$ cat src/rtl/branch_predictor_pkg.sv
// Shared constants and types for the branch target buffer.
package branch_predictor_pkg;

    // Default PC/target width of the 16-bit datapath.
    localparam int BP_WORD_SIZE = 16;

    // Prediction modes.
    localparam int BP_MODE_NONE    = 0;
    localparam int BP_MODE_BIMODAL = 1;
    localparam int BP_MODE_STATIC  = 2;

    // What a resolved instruction does to its table entry.
    typedef enum logic [1:0] {
        UPD_NONE  = 2'd0,
        UPD_TRAIN = 2'd1,
        UPD_ALLOC = 2'd2,
        UPD_INVAL = 2'd3
    } upd_kind_e;

    // A prediction is wrong if the direction differs, or if both say taken
    // but the carried target is not the real one.
    function automatic logic is_mispredict(input logic pred_taken,
                                           input logic actual_taken,
                                           input logic target_match);
        return (pred_taken != actual_taken) || (actual_taken && !target_match);
    endfunction

endpackage

$ cat src/rtl/branch_predictor_if.sv
// Lookup, training and statistics signals between the pipeline and the predictor.
interface branch_predictor_if
    import branch_predictor_pkg::*;
#(
    parameter int WIDTH = BP_WORD_SIZE
) ();
    logic             lookup_valid;
    logic [WIDTH-1:0] lookup_pc;
    logic             pred_hit;
    logic             pred_taken;
    logic [WIDTH-1:0] pred_target;
    logic             upd_valid;
    logic [WIDTH-1:0] upd_pc;
    logic             upd_is_branch;
    logic             upd_is_jump;
    logic             upd_taken;
    logic [WIDTH-1:0] upd_target;
    logic             upd_pred_taken;
    logic [WIDTH-1:0] upd_pred_target;
    logic             flush_all;
    logic [WIDTH-1:0] hit_cnt;
    logic [WIDTH-1:0] mispred_cnt;

    // Pipeline side: drives lookups and resolutions.
    modport master (
        output lookup_valid, lookup_pc,
        output upd_valid, upd_pc, upd_is_branch, upd_is_jump, upd_taken,
        output upd_target, upd_pred_taken, upd_pred_target, flush_all,
        input  pred_hit, pred_taken, pred_target, hit_cnt, mispred_cnt
    );

    // Predictor side.
    modport slave (
        input  lookup_valid, lookup_pc,
        input  upd_valid, upd_pc, upd_is_branch, upd_is_jump, upd_taken,
        input  upd_target, upd_pred_taken, upd_pred_target, flush_all,
        output pred_hit, pred_taken, pred_target, hit_cnt, mispred_cnt
    );
endinterface

$ cat src/rtl/branch_predictor_sat_counter.sv
// Next-value logic for a saturating direction counter, shared by the
// train-on-hit and allocate-on-miss paths.
module bp_sat_counter
#(
    parameter int CTR_BITS = 2
) (
    input  logic [CTR_BITS-1:0] ctr,
    input  logic                inc,
    input  logic                set_max,
    input  logic                set_weak,
    output logic [CTR_BITS-1:0] ctr_next
);
    localparam logic [CTR_BITS-1:0] CTR_MAX  = {CTR_BITS{1'b1}};
    localparam logic [CTR_BITS-1:0] CTR_WEAK = CTR_BITS'(1) << (CTR_BITS - 1);

    // Forced values take priority; otherwise step one toward the outcome and hold at the rails.
    always_comb begin
        ctr_next = ctr;
        if (set_max) begin
            ctr_next = CTR_MAX;
        end else if (set_weak) begin
            ctr_next = CTR_WEAK;
        end else if (inc) begin
            if (ctr != CTR_MAX) begin
                ctr_next = ctr + CTR_BITS'(1);
            end else begin
                ctr_next = ctr;
            end
        end else begin
            if (ctr != {CTR_BITS{1'b0}}) begin
                ctr_next = ctr - CTR_BITS'(1);
            end else begin
                ctr_next = ctr;
            end
        end
    end
endmodule

$ cat src/rtl/branch_predictor.sv
// Direct-mapped branch target buffer with per-entry direction counters.
// Lookup is combinational from the table registers; training happens on the
// clock edge from the ID-stage resolution. reset_n is active-high.
module branch_predictor
    import branch_predictor_pkg::*;
#(
    parameter int WORD_SIZE = BP_WORD_SIZE,
    parameter int ENTRIES   = 16,
    parameter int CTR_BITS  = 2,
    parameter int MODE      = BP_MODE_BIMODAL
) (
    input logic               clk,
    input logic               reset_n,
    branch_predictor_if.slave bus
);
    localparam int IDX = $clog2(ENTRIES);
    localparam int TAG = WORD_SIZE - IDX;

    // Flat register arrays so the whole table clears on asynchronous reset.
    logic                valid_r  [ENTRIES];
    logic [TAG-1:0]      tag_r    [ENTRIES];
    logic [WORD_SIZE-1:0] target_r [ENTRIES];
    logic [CTR_BITS-1:0] ctr_r    [ENTRIES];

    logic [WORD_SIZE-1:0] hit_cnt_r;
    logic [WORD_SIZE-1:0] mispred_cnt_r;

    logic [IDX-1:0]       lk_idx_s;
    logic                 lk_hit_s;
    logic                 lk_taken_s;
    logic [WORD_SIZE-1:0] lk_target_s;

    logic [IDX-1:0]       upd_idx_s;
    logic                 upd_hit_s;
    logic                 upd_ctrl_s;
    logic                 upd_t_s;
    logic                 mispred_s;
    upd_kind_e            upd_kind_s;
    logic [CTR_BITS-1:0]  upd_ctr_cur_s;
    logic [CTR_BITS-1:0]  upd_ctr_new_s;

    // Combinational lookup; forced quiet while reset is held.
    always_comb begin
        lk_idx_s    = bus.lookup_pc[IDX-1:0];
        lk_hit_s    = valid_r[lk_idx_s] && (tag_r[lk_idx_s] == bus.lookup_pc[WORD_SIZE-1:IDX])
                      && !reset_n;
        case (MODE)
            BP_MODE_NONE:    lk_taken_s = 1'b0;
            BP_MODE_BIMODAL: lk_taken_s = lk_hit_s && ctr_r[lk_idx_s][CTR_BITS-1];
            BP_MODE_STATIC:  lk_taken_s = lk_hit_s;
            default:         lk_taken_s = 1'b0;
        endcase
        if (lk_taken_s) begin
            lk_target_s = target_r[lk_idx_s];
        end else begin
            lk_target_s = {WORD_SIZE{1'b0}};
        end
    end

    assign bus.pred_hit    = lk_hit_s;
    assign bus.pred_taken  = lk_taken_s;
    assign bus.pred_target = lk_target_s;
    assign bus.hit_cnt     = hit_cnt_r;
    assign bus.mispred_cnt = mispred_cnt_r;

    // Classify the resolved instruction against the current table contents.
    always_comb begin
        upd_idx_s     = bus.upd_pc[IDX-1:0];
        upd_hit_s     = valid_r[upd_idx_s] && (tag_r[upd_idx_s] == bus.upd_pc[WORD_SIZE-1:IDX]);
        upd_ctrl_s    = bus.upd_is_branch || bus.upd_is_jump;
        upd_t_s       = bus.upd_taken || bus.upd_is_jump;
        upd_ctr_cur_s = ctr_r[upd_idx_s];
        upd_kind_s    = UPD_NONE;
        if (!bus.upd_valid) begin
            upd_kind_s = UPD_NONE;
        end else if (upd_hit_s) begin
            // A hit on a non-control instruction is an alias; drop the entry.
            upd_kind_s = upd_ctrl_s ? UPD_TRAIN : UPD_INVAL;
        end else if (upd_ctrl_s && upd_t_s) begin
            upd_kind_s = UPD_ALLOC;
        end else begin
            upd_kind_s = UPD_NONE;
        end
        mispred_s = bus.upd_valid && upd_ctrl_s &&
                    is_mispredict(bus.upd_pred_taken, upd_t_s,
                                  bus.upd_pred_target == bus.upd_target);
    end

    bp_sat_counter #(
        .CTR_BITS (CTR_BITS)
    ) u_sat_counter (
        .ctr      (upd_ctr_cur_s),
        .inc      (upd_t_s),
        .set_max  (bus.upd_is_jump),
        .set_weak (upd_kind_s == UPD_ALLOC),
        .ctr_next (upd_ctr_new_s)
    );

    // Table state: flush wins over a same-cycle update; only the addressed entry trains.
    always_ff @(posedge clk or posedge reset_n) begin
        if (reset_n) begin
            for (int i = 0; i < ENTRIES; i++) begin
                valid_r[i]  <= 1'b0;
                tag_r[i]    <= {TAG{1'b0}};
                target_r[i] <= {WORD_SIZE{1'b0}};
                ctr_r[i]    <= {CTR_BITS{1'b0}};
            end
        end else begin
            for (int i = 0; i < ENTRIES; i++) begin
                if (bus.flush_all) begin
                    valid_r[i] <= 1'b0;
                    ctr_r[i]   <= {CTR_BITS{1'b0}};
                end else if (upd_idx_s == IDX'(i)) begin
                    case (upd_kind_s)
                        UPD_TRAIN: begin
                            ctr_r[i] <= upd_ctr_new_s;
                            if (upd_t_s) begin
                                target_r[i] <= bus.upd_target;
                            end
                        end
                        UPD_ALLOC: begin
                            valid_r[i]  <= 1'b1;
                            tag_r[i]    <= bus.upd_pc[WORD_SIZE-1:IDX];
                            target_r[i] <= bus.upd_target;
                            ctr_r[i]    <= upd_ctr_new_s;
                        end
                        UPD_INVAL: begin
                            valid_r[i] <= 1'b0;
                        end
                        default: begin
                        end
                    endcase
                end
            end
        end
    end

    // Saturating debug statistics; unaffected by flush.
    always_ff @(posedge clk or posedge reset_n) begin
        if (reset_n) begin
            hit_cnt_r     <= {WORD_SIZE{1'b0}};
            mispred_cnt_r <= {WORD_SIZE{1'b0}};
        end else begin
            if (bus.lookup_valid && lk_hit_s && (hit_cnt_r != {WORD_SIZE{1'b1}})) begin
                hit_cnt_r <= hit_cnt_r + WORD_SIZE'(1);
            end
            if (mispred_s && (mispred_cnt_r != {WORD_SIZE{1'b1}})) begin
                mispred_cnt_r <= mispred_cnt_r + WORD_SIZE'(1);
            end
        end
    end
endmodule
$ cat src/flat_wrapper.sv
// flat-port wrapper written by rule: the top's interface ports become plain ports
module branch_predictor_flat import branch_predictor_pkg::*;
#(
    parameter int WORD_SIZE = BP_WORD_SIZE,
    parameter int ENTRIES   = 16,
    parameter int CTR_BITS  = 2,
    parameter int MODE      = BP_MODE_BIMODAL
)
  (clk, reset_n, bus_lookup_valid, bus_lookup_pc, bus_upd_valid, bus_upd_pc, bus_upd_is_branch, bus_upd_is_jump, bus_upd_taken, bus_upd_target, bus_upd_pred_taken, bus_upd_pred_target, bus_flush_all, bus_pred_hit, bus_pred_taken, bus_pred_target, bus_hit_cnt, bus_mispred_cnt);
  branch_predictor_if bus_i ();
  input logic clk;
  input logic reset_n;
  input wire logic [$bits(bus_i.lookup_valid)-1:0] bus_lookup_valid;
  input wire logic [$bits(bus_i.lookup_pc)-1:0] bus_lookup_pc;
  input wire logic [$bits(bus_i.upd_valid)-1:0] bus_upd_valid;
  input wire logic [$bits(bus_i.upd_pc)-1:0] bus_upd_pc;
  input wire logic [$bits(bus_i.upd_is_branch)-1:0] bus_upd_is_branch;
  input wire logic [$bits(bus_i.upd_is_jump)-1:0] bus_upd_is_jump;
  input wire logic [$bits(bus_i.upd_taken)-1:0] bus_upd_taken;
  input wire logic [$bits(bus_i.upd_target)-1:0] bus_upd_target;
  input wire logic [$bits(bus_i.upd_pred_taken)-1:0] bus_upd_pred_taken;
  input wire logic [$bits(bus_i.upd_pred_target)-1:0] bus_upd_pred_target;
  input wire logic [$bits(bus_i.flush_all)-1:0] bus_flush_all;
  output wire logic [$bits(bus_i.pred_hit)-1:0] bus_pred_hit;
  output wire logic [$bits(bus_i.pred_taken)-1:0] bus_pred_taken;
  output wire logic [$bits(bus_i.pred_target)-1:0] bus_pred_target;
  output wire logic [$bits(bus_i.hit_cnt)-1:0] bus_hit_cnt;
  output wire logic [$bits(bus_i.mispred_cnt)-1:0] bus_mispred_cnt;
  assign bus_i.lookup_valid = bus_lookup_valid;
  assign bus_i.lookup_pc = bus_lookup_pc;
  assign bus_i.upd_valid = bus_upd_valid;
  assign bus_i.upd_pc = bus_upd_pc;
  assign bus_i.upd_is_branch = bus_upd_is_branch;
  assign bus_i.upd_is_jump = bus_upd_is_jump;
  assign bus_i.upd_taken = bus_upd_taken;
  assign bus_i.upd_target = bus_upd_target;
  assign bus_i.upd_pred_taken = bus_upd_pred_taken;
  assign bus_i.upd_pred_target = bus_upd_pred_target;
  assign bus_i.flush_all = bus_flush_all;
  assign bus_pred_hit = bus_i.pred_hit;
  assign bus_pred_taken = bus_i.pred_taken;
  assign bus_pred_target = bus_i.pred_target;
  assign bus_hit_cnt = bus_i.hit_cnt;
  assign bus_mispred_cnt = bus_i.mispred_cnt;
  branch_predictor #(.WORD_SIZE(WORD_SIZE), .ENTRIES(ENTRIES), .CTR_BITS(CTR_BITS), .MODE(MODE)) u_core (.clk(clk), .reset_n(reset_n), .bus(bus_i));
endmodule
$ cat config.mk
export PLATFORM = sky130hd
export DESIGN_NAME = branch_predictor_flat
export DESIGN_NICKNAME = d
export VERILOG_FILES = /design/src/rtl/branch_predictor_pkg.sv /design/src/rtl/branch_predictor_if.sv /design/src/rtl/branch_predictor_sat_counter.sv /design/src/rtl/branch_predictor.sv /design/src/flat_wrapper.sv
export SDC_FILE = /design/constraint.sdc
export NUM_CORES = 1
export LEC_CHECK = 0
export ABC_AREA = 1
export CAP_MARGIN = 0
export CORE_UTILIZATION = 50
export DETAILED_ROUTE_END_ITERATION = 8
export PLACE_DENSITY = 0.74
export SETUP_SLACK_MARGIN = 0.15
export SLEW_MARGIN = 20
export SYNTH_ARGS = -nofsm -noshare
export SYNTH_HDL_FRONTEND = slang
export SYNTH_SLANG_ARGS = --single-unit
$ cat constraint.sdc
create_clock -name clk -period 23.2 [get_ports clk]
set_input_delay 4.64 -clock clk [delete_from_list [all_inputs] [get_ports clk]]
set_output_delay 4.64 -clock clk [all_outputs]
set_load 0.005 [all_outputs]
==> impl_metrics.env <==
export IMPL_cts_clk_slew_worst_paths_ps=60
export IMPL_areaGrowthSynthToFinish_pct=11.4
export IMPL_rows=86
export IMPL_setup_violations=0
export IMPL_initialDrtViolationCount=2940
export IMPL_first_global_vias=23900
export IMPL_critical_path_arrival_ps=8650
export IMPL_switching_share_pct=29.4
export IMPL_peak_ir_drop_on_the_vdd_network_mv=0.0724
export IMPL_seqCellArea_mm2=0.0132
export IMPL_grt_overflow=0
export IMPL_cts_post_setup_buffers_inserted=0
export IMPL_synth_area_leader_cell="dfrtp_1"
export IMPL_net_switching_power_uw=719
export IMPL_syn_mean_instance_area_um2=7.38
export IMPL_place_gp_congestion=0.914
export IMPL_synth_fp_nets=3866
export IMPL_synth_cells=3788
export IMPL_die_x_um=239
export IMPL_floorplan_initialDensity_pct=50.7
export IMPL_final_setup_skew_ps=14.3
export IMPL_wl_per_cell_um=18.8
export IMPL_cts_inserted_buffers=57
export IMPL_critical_path_startpoint_type="primary input"
export IMPL_top_level_ports=123
export IMPL_critical_path_peak_fanout=74
export IMPL_p_leak_nw=14.5
export IMPL_cpMaxStageDelayCell="buf_4"
export IMPL_num_vias=25900
export IMPL_grt_max_degree=173
export IMPL_final_period_minus_worst_setup_slack_ps=13290
export IMPL_synth_seq_area_share_pct=47.2
export IMPL_synthDistinctLibCells=44
export IMPL_drt_pre_antenna_iters=8
export IMPL_multi_input_comb_area_mm2=0.0125
export IMPL_slew_at_the_pin_with_the_worst_max_slew_slack_ps=1180
export IMPL_cp_cell_sequence="clkbuf_8 -> buf_4 -> buf_4 -> o21ai_0 -> nand2_1 -> nand3_1 -> nand3_1 -> nand2_1 -> nand2_1 -> nand4_1 -> nor3_4 -> nand3_4 -> nor2_1 -> clkdlybuf4s50_1"
export IMPL_worst_skew_pair_late_latency_ps=620
export IMPL_timing_hold_worst_class="flip-flop to flip-flop"
export IMPL_final_cell_mix="nand2_1 (1343), o21ai_0 (620), dfrtp_1 (528)"
export IMPL_number_of_i_o_port_buffers=122
export IMPL_cpPeakStageDelay_ps=780
export IMPL_viasPerCell=5.70
export IMPL_design_final_nets=3833
export IMPL_outcome="finished clean"
export IMPL_power_share_sequential_pct=46.6
export IMPL_tns_ps=0
export IMPL_ctsHtreeMaxLevel=2
export IMPL_yosysWarnings=0
export IMPL_layout_filler_cells=5131
export IMPL_report_final_hold_viol_count=0
export IMPL_combinational_share_of_power_pct=16.5
export IMPL_max_slew_margin_rel_pct=21.3
export IMPL_final_antenna_net_count=0
export IMPL_grt_pass1_wl_mm=135
export IMPL_mappedNetlistArea_mm2=0.0280
export IMPL_crit_type="primary input to output port"
export IMPL_global_route_usage_total_pct=30.3
export IMPL_fp_dieH_um=239
export IMPL_synth_top_cells_by_area="dfrtp_1 (47%), nand2_1 (18%), o21ai_0 (11%)"
export IMPL_proportion_of_netlist_area_held_by_the_largest_area_contributor_pct=47.2
export IMPL_post_cts_sizing=0
export IMPL_post_dp_hpwl_mm=50.5
export IMPL_finalWirelength_mm=85.4
export IMPL_slew_violations=0
export IMPL_antenna_found_initial=1
export IMPL_cts_max_path_buffers=3
export IMPL_postCtsHoldBufs=0
export IMPL_tritoncts_clock_tree="yes"
export IMPL_drc_violations_left=0
export IMPL_final_hold_worst_slack_ps=481
export IMPL_synth_seq_cells=528
export IMPL_design_die_area_mm2=0.0569
export IMPL_final_common_cell="nand2_1"
export IMPL_share_of_the_clock_period_used_by_the_worst_path_after_layout_pct=57.3
export IMPL_power_per_cell_area_mw_per_mm2=78.5
export IMPL_clock_sinks=528
export IMPL_clock_power_share_pct=36.9
export IMPL_layout_drive_gt1_share_pct=4.92
export IMPL_clock_tree_root="clkbuf_16"
export IMPL_end_kind="output port"
export IMPL_timing_critical_path_mode_cell="nand2_1"
export IMPL_internal_power_mw=1.73
export IMPL_core_area_mm2=0.0552
export IMPL_cp_required_ps=18560
export IMPL_maximum_capacitance_violations=0
export IMPL_unrepaired_setup_endpoints_after_global_routing="no"
export IMPL_fmaxAchievable_mhz=75.2
## path summary, 6_finish.rpt
| path | to | from | slack [ps] | depth (start not counted) |
|---|---|---|---|---|
| max | bus_pred_target[2] | bus_lookup_pc[0] | 9910 | 14 |
| min | u_core.ctr_r[4] | u_core.ctr_r[4] | 480 | 2 |
| max reg2reg | u_core.tag_r[148] | u_core.tag_r[2] | 18420 | 18 |
| min reg2reg | u_core.ctr_r[4] | u_core.ctr_r[4] | 480 | 2 |
| max in group asynchronous | u_core.tag_r[187] | reset_n | 16580 | 4 |
| min in group asynchronous | u_core.target_r[92] | reset_n | 4520 | 2 |
## per-layer routing
layer,GRT usage [%],part of all wire [%],vias to the layer above
met5,0,0,-
met4,13.0,4.2,0
met3,4.36,8.4,218
met2,47.7,45,1127
met1,41.9,42,12300
li1,-,-,12300
## layout make-up
cell class,instances,area share [%]
multi-input combinational,2728,40.2
antenna,1,0.00803
tap,748,3.00
clock buffer,84,5.42
clock inverter,18,0.494
inverter,268,3.28
sequential,528,42.4
timing repair buffer,172,5.18
## worst max-delay path, delay by kind of cell
family          cells  cell delay, ps
compound gates      1             220
simple gates        9            1410
buf+inv             4            2280
## per-stage QoR
step	cells	worst slack [ps]	instance area, um2	total power [mW]	util [%]
detailed placement	4444	9960	29300	1.55	53.1
global route	4547	9680	31200	2.57	56.4
CTS	4546	9960	31100	2.45	56.4
floorplan	3788	1030	28000	1.43	-
finish	4547	9910	31200	2.45	56.4
global placement	4444	9990	29300	1.54	53.1
## cells in the mapped netlist, drive strengths merged
cell type     n
a22oi        22
nor3         15
nor2        167
a31oi         4
o21ai       644
nand3       206
or3           1
or4           1
a41oi         1
a221o         1
nand2      1348
inv         268
buf         113
xor2         26
clkbuf      151
o22ai         9
xnor2        18
o32ai        12
dfrtp       528
a21oi       139
nor4          3
o31ai         4
ha            5
a22o         12
o211ai       20
o2bb2ai       2
nand4        29
a221oi       38
a32o          1
## kinds of logic (layout without fill, tap and decap cells)
logic type,count (synthesis),in the layout,share of synthesized area [%]
AOI/OAI and AO/OA,909,909,17.8
other,0,1,0
buffers and inverters,532,542,8.04
DFF,528,528,47.2
adders and majority gates,5,5,0.224
and+or+nand+nor,1770,1770,25.3
xor gates and xnor gates,44,44,1.38
## state kept, by name (all words and copies together), names as in the netlist
signal / flops
u_core.tag_r: 192
u_core.bus.hit_cnt: 16
u_core.ctr_r: 32
u_core.valid_r: 16
u_core.bus.mispred_cnt: 16
u_core.target_r: 256
## power groups by stage
stage | registers, mW | clock network, mW | logic, mW
final | 1.14 | 0.902 | 0.405
after global routing | 1.15 | 0.949 | 0.466
after CTS | 1.14 | 0.912 | 0.403
after detailed placement | 1.15 | 0 | 0.401
after global placement | 1.15 | 0 | 0.390
after floorplan | 1.13 | 0 | 0.294
(Power assumes the default switching activity.)
